<file path="src/rtl/pipe_stage_reg_pkg.sv">
// Shared definitions for the generic pipeline stage register: per-stage default widths,
// control-bit field positions and the main-register source select.
package pipe_stage_reg_pkg;

    localparam int PIPE_IFID_DATA_W  = 64;
    localparam int PIPE_IFID_CTRL_W  = 8;
    localparam int PIPE_IDEX_DATA_W  = 128;
    localparam int PIPE_IDEX_CTRL_W  = 24;
    localparam int PIPE_EXMEM_DATA_W = 96;
    localparam int PIPE_EXMEM_CTRL_W = 16;
    localparam int PIPE_MEMWB_DATA_W = 64;
    localparam int PIPE_MEMWB_CTRL_W = 8;

    // Control-bit positions used when packing the ctrl bus of a stage
    localparam int CTRL_REGWRITE = 0;
    localparam int CTRL_MEMTOREG = 1;
    localparam int CTRL_MEMWRITE = 2;
    localparam int CTRL_MFHI     = 3;
    localparam int CTRL_MFLO     = 4;
    localparam int CTRL_EXC_OVF  = 5;
    localparam int CTRL_EXC_SYS  = 6;
    localparam int CTRL_EXC_BRK  = 7;

    typedef enum logic [1:0] {
        SRC_NONE  = 2'd0,
        SRC_INPUT = 2'd1,
        SRC_SKID  = 2'd2
    } main_src_e;

    // The main register may take a new value when it is empty or being drained
    function automatic logic main_can_load(input logic vld, input logic out_rdy);
        return ~vld | out_rdy;
    endfunction

endpackage

</file>
<file path="src/rtl/pipe_stage_reg_slot.sv">
// One storage slot (valid + payload + control) with clear and load; ctrl is zeroed
// whenever the slot is loaded empty so a bubble never carries live control bits.
module pipe_stage_reg_slot #(
    parameter int DATA_W = 64,
    parameter int CTRL_W = 24
) (
    input  logic              i_clock,
    input  logic              i_clear,
    input  logic              i_load,
    input  logic              i_vld,
    input  logic [DATA_W-1:0] i_data,
    input  logic [CTRL_W-1:0] i_ctrl,
    output logic              o_vld,
    output logic [DATA_W-1:0] o_data,
    output logic [CTRL_W-1:0] o_ctrl
);

    logic              r_vld;
    logic [DATA_W-1:0] r_data;
    logic [CTRL_W-1:0] r_ctrl;

    always_ff @(negedge i_clock) begin
        if (i_clear) begin
            r_vld  <= 1'b0;
            r_data <= '0;
            r_ctrl <= '0;
        end else if (i_load) begin
            r_vld  <= i_vld;
            r_ctrl <= i_vld ? i_ctrl : '0;
            if (i_vld)
                r_data <= i_data;
        end
    end

    assign o_vld  = r_vld;
    assign o_data = r_data;
    assign o_ctrl = r_ctrl;

endmodule

</file>
<file path="src/rtl/pipe_stage_reg.sv">
// Handshaked pipeline stage register with flush and bubble-safe control bits.
// Define PIPE_REG_SKID_EN for a second (skid) entry and a registered o_in_ready.
module pipe_stage_reg
    import pipe_stage_reg_pkg::*;
#(
    parameter int DATA_W = 64,
    parameter int CTRL_W = 24
) (
    input  logic              i_clock,
    input  logic              i_reset,
    input  logic              i_flush,
    input  logic              i_in_valid,
    output logic              o_in_ready,
    input  logic [DATA_W-1:0] i_in_data,
    input  logic [CTRL_W-1:0] i_in_ctrl,
    output logic              o_out_valid,
    input  logic              i_out_ready,
    output logic [DATA_W-1:0] o_out_data,
    output logic [CTRL_W-1:0] o_out_ctrl
);

    logic              w_clear;
    logic              w_accept;
    logic              w_main_load;
    main_src_e         w_main_src;
    logic              w_main_vld;
    logic [DATA_W-1:0] w_main_data;
    logic [CTRL_W-1:0] w_main_ctrl;
    logic              w_main_d_vld;
    logic [DATA_W-1:0] w_main_d_data;
    logic [CTRL_W-1:0] w_main_d_ctrl;

    assign w_clear     = i_reset | i_flush;
    assign w_accept    = i_in_valid & o_in_ready;
    assign w_main_load = main_can_load(w_main_vld, i_out_ready);

`ifdef PIPE_REG_SKID_EN
    logic              w_skid_vld;
    logic [DATA_W-1:0] w_skid_data;
    logic [CTRL_W-1:0] w_skid_ctrl;
    logic              w_skid_load;

    // in_ready depends only on skid state, so out_ready never reaches it combinationally
    assign o_in_ready  = ~w_skid_vld;
    // Full skid empties into main when main loads; empty skid catches an entry main cannot take
    assign w_skid_load = w_skid_vld ? w_main_load : (w_accept & ~w_main_load);

    always_comb begin
        w_main_src = SRC_NONE;
        if (w_skid_vld)
            w_main_src = SRC_SKID;
        else if (w_accept)
            w_main_src = SRC_INPUT;
    end

    pipe_stage_reg_slot #(.DATA_W(DATA_W), .CTRL_W(CTRL_W)) u_skid (
        .i_clock (i_clock),
        .i_clear (w_clear),
        .i_load  (w_skid_load),
        .i_vld   (~w_skid_vld),
        .i_data  (i_in_data),
        .i_ctrl  (i_in_ctrl),
        .o_vld   (w_skid_vld),
        .o_data  (w_skid_data),
        .o_ctrl  (w_skid_ctrl)
    );
`else
    assign o_in_ready = i_out_ready | ~w_main_vld;

    always_comb begin
        w_main_src = SRC_NONE;
        if (w_accept)
            w_main_src = SRC_INPUT;
    end
`endif

    always_comb begin
        w_main_d_vld  = 1'b0;
        w_main_d_data = i_in_data;
        w_main_d_ctrl = '0;
        case (w_main_src)
            SRC_INPUT: begin
                w_main_d_vld  = 1'b1;
                w_main_d_data = i_in_data;
                w_main_d_ctrl = i_in_ctrl;
            end
`ifdef PIPE_REG_SKID_EN
            SRC_SKID: begin
                w_main_d_vld  = 1'b1;
                w_main_d_data = w_skid_data;
                w_main_d_ctrl = w_skid_ctrl;
            end
`endif
            default: ;
        endcase
    end

    pipe_stage_reg_slot #(.DATA_W(DATA_W), .CTRL_W(CTRL_W)) u_main (
        .i_clock (i_clock),
        .i_clear (w_clear),
        .i_load  (w_main_load),
        .i_vld   (w_main_d_vld),
        .i_data  (w_main_d_data),
        .i_ctrl  (w_main_d_ctrl),
        .o_vld   (w_main_vld),
        .o_data  (w_main_data),
        .o_ctrl  (w_main_ctrl)
    );

    assign o_out_valid = w_main_vld;
    assign o_out_data  = w_main_data;
    assign o_out_ctrl  = w_main_ctrl;

endmodule

</file>
<file path="config.mk">
export PLATFORM = sky130hd
export DESIGN_NAME = pipe_stage_reg
export DESIGN_NICKNAME = d
export VERILOG_FILES = /design/src/rtl/pipe_stage_reg_pkg.sv /design/src/rtl/pipe_stage_reg_slot.sv /design/src/rtl/pipe_stage_reg.sv
export SDC_FILE = /design/constraint.sdc
export NUM_CORES = 1
export LEC_CHECK = 0
export CAP_MARGIN = 30
export CORE_MARGIN = 5
export CORE_UTILIZATION = 30
export CTS_BUF_LIST = sky130_fd_sc_hd__clkbuf_8
export CTS_CLUSTER_DIAMETER = 60
export DETAILED_ROUTE_END_ITERATION = 10
export GPL_ROUTABILITY_DRIVEN = 1
export SYNTH_ARGS = -nofsm -noshare
export SYNTH_HDL_FRONTEND = slang
export SYNTH_SLANG_ARGS = --single-unit
export TNS_END_PERCENT = 1
</file>
<file path="constraint.sdc">
create_clock -name i_clock -period 1.2 [get_ports i_clock]
set_input_delay 0.18 -clock i_clock [delete_from_list [all_inputs] [get_ports i_clock]]
set_output_delay 0.18 -clock i_clock [all_outputs]
set_load 0.02 [all_outputs]
</file>
==> out/summary.txt, run 1 <==
Initial Util: 30.9%
CTS tree: yes
Violated checks: setup timing
Post-Syn Area: 3550 sq um
Via count: 4019
Syn_nets: 498
Top post-synthesis cells by count: dfxtp_1 (89), nand3_1 (88), a21oi_1 (62)
Yosys cell types: 18
Residual DRC: 0
Worst Setup Path Type: register to primary output
Most used DFF post-synth: dfxtp_1
Nets: 762
CORE AREA: 11500 sq um
FFs w/ async S/R, synth: 0%
Placed cell areas: 5580 sq um
Final wirelength: 12.5 mm
Antenna Cells: 0
GPL Wtd Cong: 0.751
Wire per inst: 15.3 microns
Sequential share of the synthesized area: 50.1%
CTS hold repair buffers: 0
Least-Margin Pin Slew: 265 ps
Buffers on Ports: 182
# setup viols final: 179
Flop2flop setup slack: -120 ps
Seq cells post-synth: 89
Yosys top cell area share: 50.1%
RSZ-0062 raised after global routing: yes
Synth area leader: dfxtp_1
Pin count of the biggest net entering global routing: 44
Die Ht: 119 microns
Vias/cell: 4.92
CTS Buffer Depth: 2
Synth warnings: 0
Critical Path AT: 1730 ps
Number of synthesized flops with an enable pin: 0
Final instance area: 6460 sq um
Slowest CP cell: dfxtp_4
Io pins: 183
DP HPWL: 8.23 mm
Rows: 39
CP cell instances: nor2b_4 -> buf_6 -> inv_8 -> buf_6
PnR worst setup slack: -711 ps
Number of CTS-inserted buffers: 9
Crit path buffers/inverters: 3
Clock transition at the registers of the reported paths: 30 ps
CP top delay family: flip-flops
Max incr delay on CP: 340 ps
Routed Antenna Nets: 0
Crit path required time: 1020 ps
CTS HTree Levels: 3
Area grow syn2layout: 81.6%
Skew final: 19.3 ps
Chip width: 119 microns
Worst min path class: register to register
GRT overflow: 0
Max_slew headroom: 82.3%
VDD IR max: 0.592 mV
Clk_lat worst skew: 410 ps
Startpoint types: register
Leakage: 2.78 nW
Max-cap violations: 0
Share of cells above drive strength 1: 42.1%
Layout fillers: 1073
Synth area leaders: dfxtp_1 (50%), nand3_1 (12%), a21oi_1 (8.7%)
Mean Syn Cell Area: 8.78 sq um
Power density over cell area: 1160 nW/um^2
CTS sink count: 89
Vias in the first global route: 4220
Post-route insts no fill: 817
# placed instances: 711
Total track usage: 16.8%
Cell with the most instances after synthesis: dfxtp_1
Clk Tree Root Cell: clkbuf_8
CP endpoint kind: primary output
Final hold vios: 0
Outcome: finished, violations left
Fin. max-slew vios: 0
DRT iter0 DRCs: 214
First-pass GRT wire length: 19.7 mm
Cell repeated most along the worst path: buf_6
Pwr Total: 7.48 mW
Cells after Synth: 405
Total Die Area: 14100 sq um
Crit Path Max Fanout: 2
Router iterations before antenna repair: 4
Initial antenna violation count: 0
-- metrics by stage --
step / TNS [ps] / setup slack [ps] / hold WS [ps] / util (%)
2_1_floorplan: -27430 / -382 / 528 / -
3_3_place_gp: -121740 / -896 / 437 / 48.4
3_5_place_dp: -120860 / -890 / 447 / 48.4
4_1_cts: -65590 / -734 / 455 / 55.2
5_1_grt: -71510 / -778 / 466 / 56.1
6_report: -66270 / -711 / 457 / 56.1
-- kinds of logic after synthesis --
| group | synth area share [%] |
|---|---|
| buffers and inverters | 9.78 |
| DFF | 50.1 |
| and+or+nand+nor | 15.7 |
| AOI/OAI and AO/OA | 24.4 |
-- state kept, by name, indices dropped and copies added (netlist names) --
name	flops
u_main.o_vld	1
u_main.o_data	64
u_main.o_ctrl	24
-- final cells by class --
cell class / count / area, sq um / area share [%]
Clock buffer: 9 / 124 / 1.92
Clock inverter: 96 / 400 / 6.20
Inverter: 2 / 15.0 / 0.233
Multi-Input combinational cell: 267 / 1530 / 23.8
Sequential cell: 89 / 1900 / 29.4
Tap cell: 143 / 179 / 2.77
Timing Repair Buffer: 211 / 2310 / 35.8
-- where the power goes --
part / total [mW] / leakage (nW) / internal, mW / switching, mW
clock: 3.20 / 0.576 / 1.35 / 1.85
combinational: 1.14 / 1.44 / 0.613 / 0.523
sequential: 3.15 / 0.765 / 3.09 / 0.0623
total: 7.48 / 2.78 / 5.04 / 2.44
-- tightest hold or removal path, stage by stage, from the launching register on --
cell	delay (ps)
dfxtp_2	310
nand2_1	50
a21oi_1	50
-- final timing paths --
path                                   startpoint           endpoint  cells after the start
worst min register to register  u_main.o_ctrl[18]  u_main.o_ctrl[18]                      2
worst max register to register       u_main.o_vld  u_main.o_data[54]                      7
worst min-delay path            u_main.o_ctrl[18]  u_main.o_ctrl[18]                      2
worst max-delay path                 u_main.o_vld         o_in_ready                      4
-- what timing repair did --
| action | CTS | global route |
|---|---|---|
| setup endpoints to repair | 179 | 179 |
| setup buffers | 2 | 0 |
| pin swaps | 1 | 3 |
| resized for setup | 633 | 26 |
| cloned | 0 | 0 |
-- cells in the final DEF (no fill, tap or decap), drive strengths merged, types with 2 or more instances in the layout --
cell type	instances
inv	95
buf	119
clkdlybuf4s50	90
nand3	88
a21oi	89
dlygate4sd2	2
dfxtp	89
nand2	24
clkbuf	9
o21ai	64
-- layer usage --
layer / vias up / GRT usage [%] / part of all wire (%)
met5: - / 0 / 0
met4: 0 / 9.56 / 2.0
met3: 16 / 9.19 / 8.6
met2: 162 / 26.6 / 48
met1: 1887 / 17.7 / 41
li1: 1954 / - / -
No activity file was read; power rests on OpenSTA's default activity.
==> inputs of run 2 (changes only) <==
PLACE_DENSITY = 0.66   (was unset)
clock period = 1.54 ns   (was 1.2 ns; I/O delays follow)
==> out/summary.txt, run 2 (same netlist as run 1, synthesis figures left out) <==
Outcome: finished, violations left
Violated checks: setup timing
CTS hold repair buffers: 0 (unchanged)
Flop2flop setup slack: 230 ps (+350 ps)
Vias in the first global route: 4310 (+2.1%)
Crit path buffers/inverters: 2 (-1)
Switching fraction of total power: 33.3% (+0.76 points)
Power density over cell area: 901 nW/um^2 (-22%)
PnR worst setup slack: -533 ps (+178 ps)
Nets: 755 (-0.92%)
Final instance area: 6250 sq um (-3.2%)
Max_slew headroom: 82.6% (+0.33 points)
CTS Buffer Depth: 2 (unchanged)
Wire per inst: 15.0 microns (-2.0%)
Max FFs per register: 64 (unchanged)
Skew final: 16.8 ps (-2.54 ps)
First-pass GRT wire length: 20.2 mm (+2.7%)
Crit path required time: 1310 ps (+290 ps)
Register area: 1900 sq um (unchanged)
Crit Path Max Fanout: 2 (unchanged)
Residual DRC: 0 (unchanged)
Clk_lat worst skew: 410 ps (about the same)
CP endpoint kind: primary output
Router iterations before antenna repair: 4 (unchanged)
Most frequent cells in the layout: inv_1 (91), clkdlybuf4s50_1 (91), buf_6 (89), nand3_1 (88), dfxtp_2 (88)
Worst Setup Path Type: register to primary output
Number of CTS-inserted buffers: 9 (unchanged)
# placed instances: 704 (-0.98%)
Die Ht: 119 microns (unchanged)
GRT overflow: 0 (unchanged)
RSZ-0062 raised after global routing: yes
Critical Path AT: 1840 ps (+110 ps)
Max incr delay on CP: 330 ps (about the same)
Leakage: 2.72 nW (-2.2%)
Cell Int Power: 3.75 mW (-26%)
Max-cap violations: 0 (unchanged)
Vias/cell: 4.86 (-1.3%)
CTS HTree Levels: 3 (unchanged)
Final hold vios: 0 (unchanged)
CTS tree: yes
Slowest CP cell: dfxtp_4
Hold Slack: 462 ps (+4.66 ps)
Area grow syn2layout: 75.7%
Total Die Area: 14100 sq um (unchanged)
Antenna Cells: 0 (unchanged)
CP top delay family: flip-flops
Area taken by multi-input logic gates: 1430 sq um (-6.7%)
Layout fillers: 1077 (+0.37%)
Fin Setup TNS: -62250 ps (+4020 ps)
Startpoint types: register
Final wirelength: 12.1 mm (-2.8%)
Gate power share: 15.0% (-0.2 points)
Clock group share of total power: 41.4% (-1.4 points)
Chip width: 119 microns (unchanged)
Worst min path class: register to register
Io pins: 183 (unchanged)
Clk Tree Root Cell: clkbuf_8
Buffers on Ports: 182 (unchanged)
Rows: 39 (unchanged)
CORE AREA: 11500 sq um (unchanged)
Placed cell areas: 5510 sq um (-1.2%)
Register share of total power: 43.6% (+1.5 points)
Initial Util: 30.9% (unchanged)
Post-route insts no fill: 810 (-0.86%)
Initial antenna violation count: 0 (unchanged)
Fin. max-slew vios: 0 (unchanged)
Total track usage: 17.1% (+0.33 points)
Psw: 1.88 mW (-23%)
DP HPWL: 8.00 mm (-2.8%)
GPL Wtd Cong: 0.739 (-1.6%)
VDD IR max: 0.593 mV (+0.21%)
Clock transition at the registers of the reported paths: 40 ps (about the same)
Routed Antenna Nets: 0 (unchanged)
Share of cells above drive strength 1: 37.5% (-4.7 points)
CTS sink count: 89 (unchanged)
Via count: 3933 (-2.1%)
Pin count of the biggest net entering global routing: 54 (+23%)
DRT iter0 DRCs: 151 (-29%)
CP cell instances: nor2b_4 -> inv_6 -> buf_6
# setup viols final: 179 (unchanged)
Least-Margin Pin Slew: 260 ps (-4.92 ps)
run 2: changes by cell type in the layout (fill, tap and decap cells not counted), moves of 4 or more:
cell     change
a21oi_1     +20
a21oi_2     -20
buf_4        -4
nand3_1      +4
nand3_2      -4
o21ai_0      +4
run 2: layout make-up:
cell class,instances,area share [%]
tap,143,2.86
timing repair buffer,204,35.7
multi-input combinational,267,22.9
clock inverter,96,6.01
inverter,2,0.200
sequential,89,30.3
clock buffer,9,1.98
run 2: through the flow:
step | worst slack, ps | utilization, % | power, mW
after floorplan | -263 | - | 3.19
after global placement | -773 | 47.9 | 3.63
after detailed placement | -835 | 47.9 | 3.64
after CTS | -570 | 54.2 | 5.78
after global routing | -603 | 54.2 | 6.11
final | -533 | 54.2 | 5.63
run 2: repair_timing:
item                                    CTS  global route
pin swaps                                 0             1
gates cloned                              0             0
resized for setup                       623             1
endpoints found under the setup margin  179           179
buffers inserted                          2             0
run 2: final timing paths:
path | start | end | depth (start not counted)
worst max-delay path | u_main.o_vld | o_in_ready | 3
worst min-delay path | u_main.o_ctrl[18] | u_main.o_ctrl[18] | 2
worst max register to register | u_main.o_vld | u_main.o_data[58] | 5
worst min register to register | u_main.o_ctrl[18] | u_main.o_ctrl[18] | 2
run 2: power by group through the flow:
| stage | clock, mW | sequential, mW | combinational [mW] |
|---|---|---|---|
| 2_1_floorplan | 0.354 | 2.54 | 0.287 |
| 3_3_place_gp | 0.354 | 2.46 | 0.822 |
| 3_5_place_dp | 0.354 | 2.46 | 0.831 |
| 4_1_cts | 2.47 | 2.45 | 0.851 |
| 5_1_grt | 2.74 | 2.45 | 0.907 |
| 6_report | 2.33 | 2.45 | 0.846 |
run 2: routing by layer:
layer	track usage, %	share of wire, %	up-vias
met5	0	0	-
li1	-	-	1937
met3	9.48	8.6	15
met1	17.9	40	1839
met2	28.2	50	142
met4	7.97	1.4	0
run 2: worst min-delay path: stages, from the launching register on:
cell and delay [ps]:
dfxtp_2 320, nand2_1 50, a21oi_1 50
==> inputs of run 3 (changes only) <==
ABC_CLOCK_PERIOD_IN_PS = 1540   (was unset)
==> results of run 3 <==
Same layout as run 2: the final DEF is identical, and so are final timing and power.
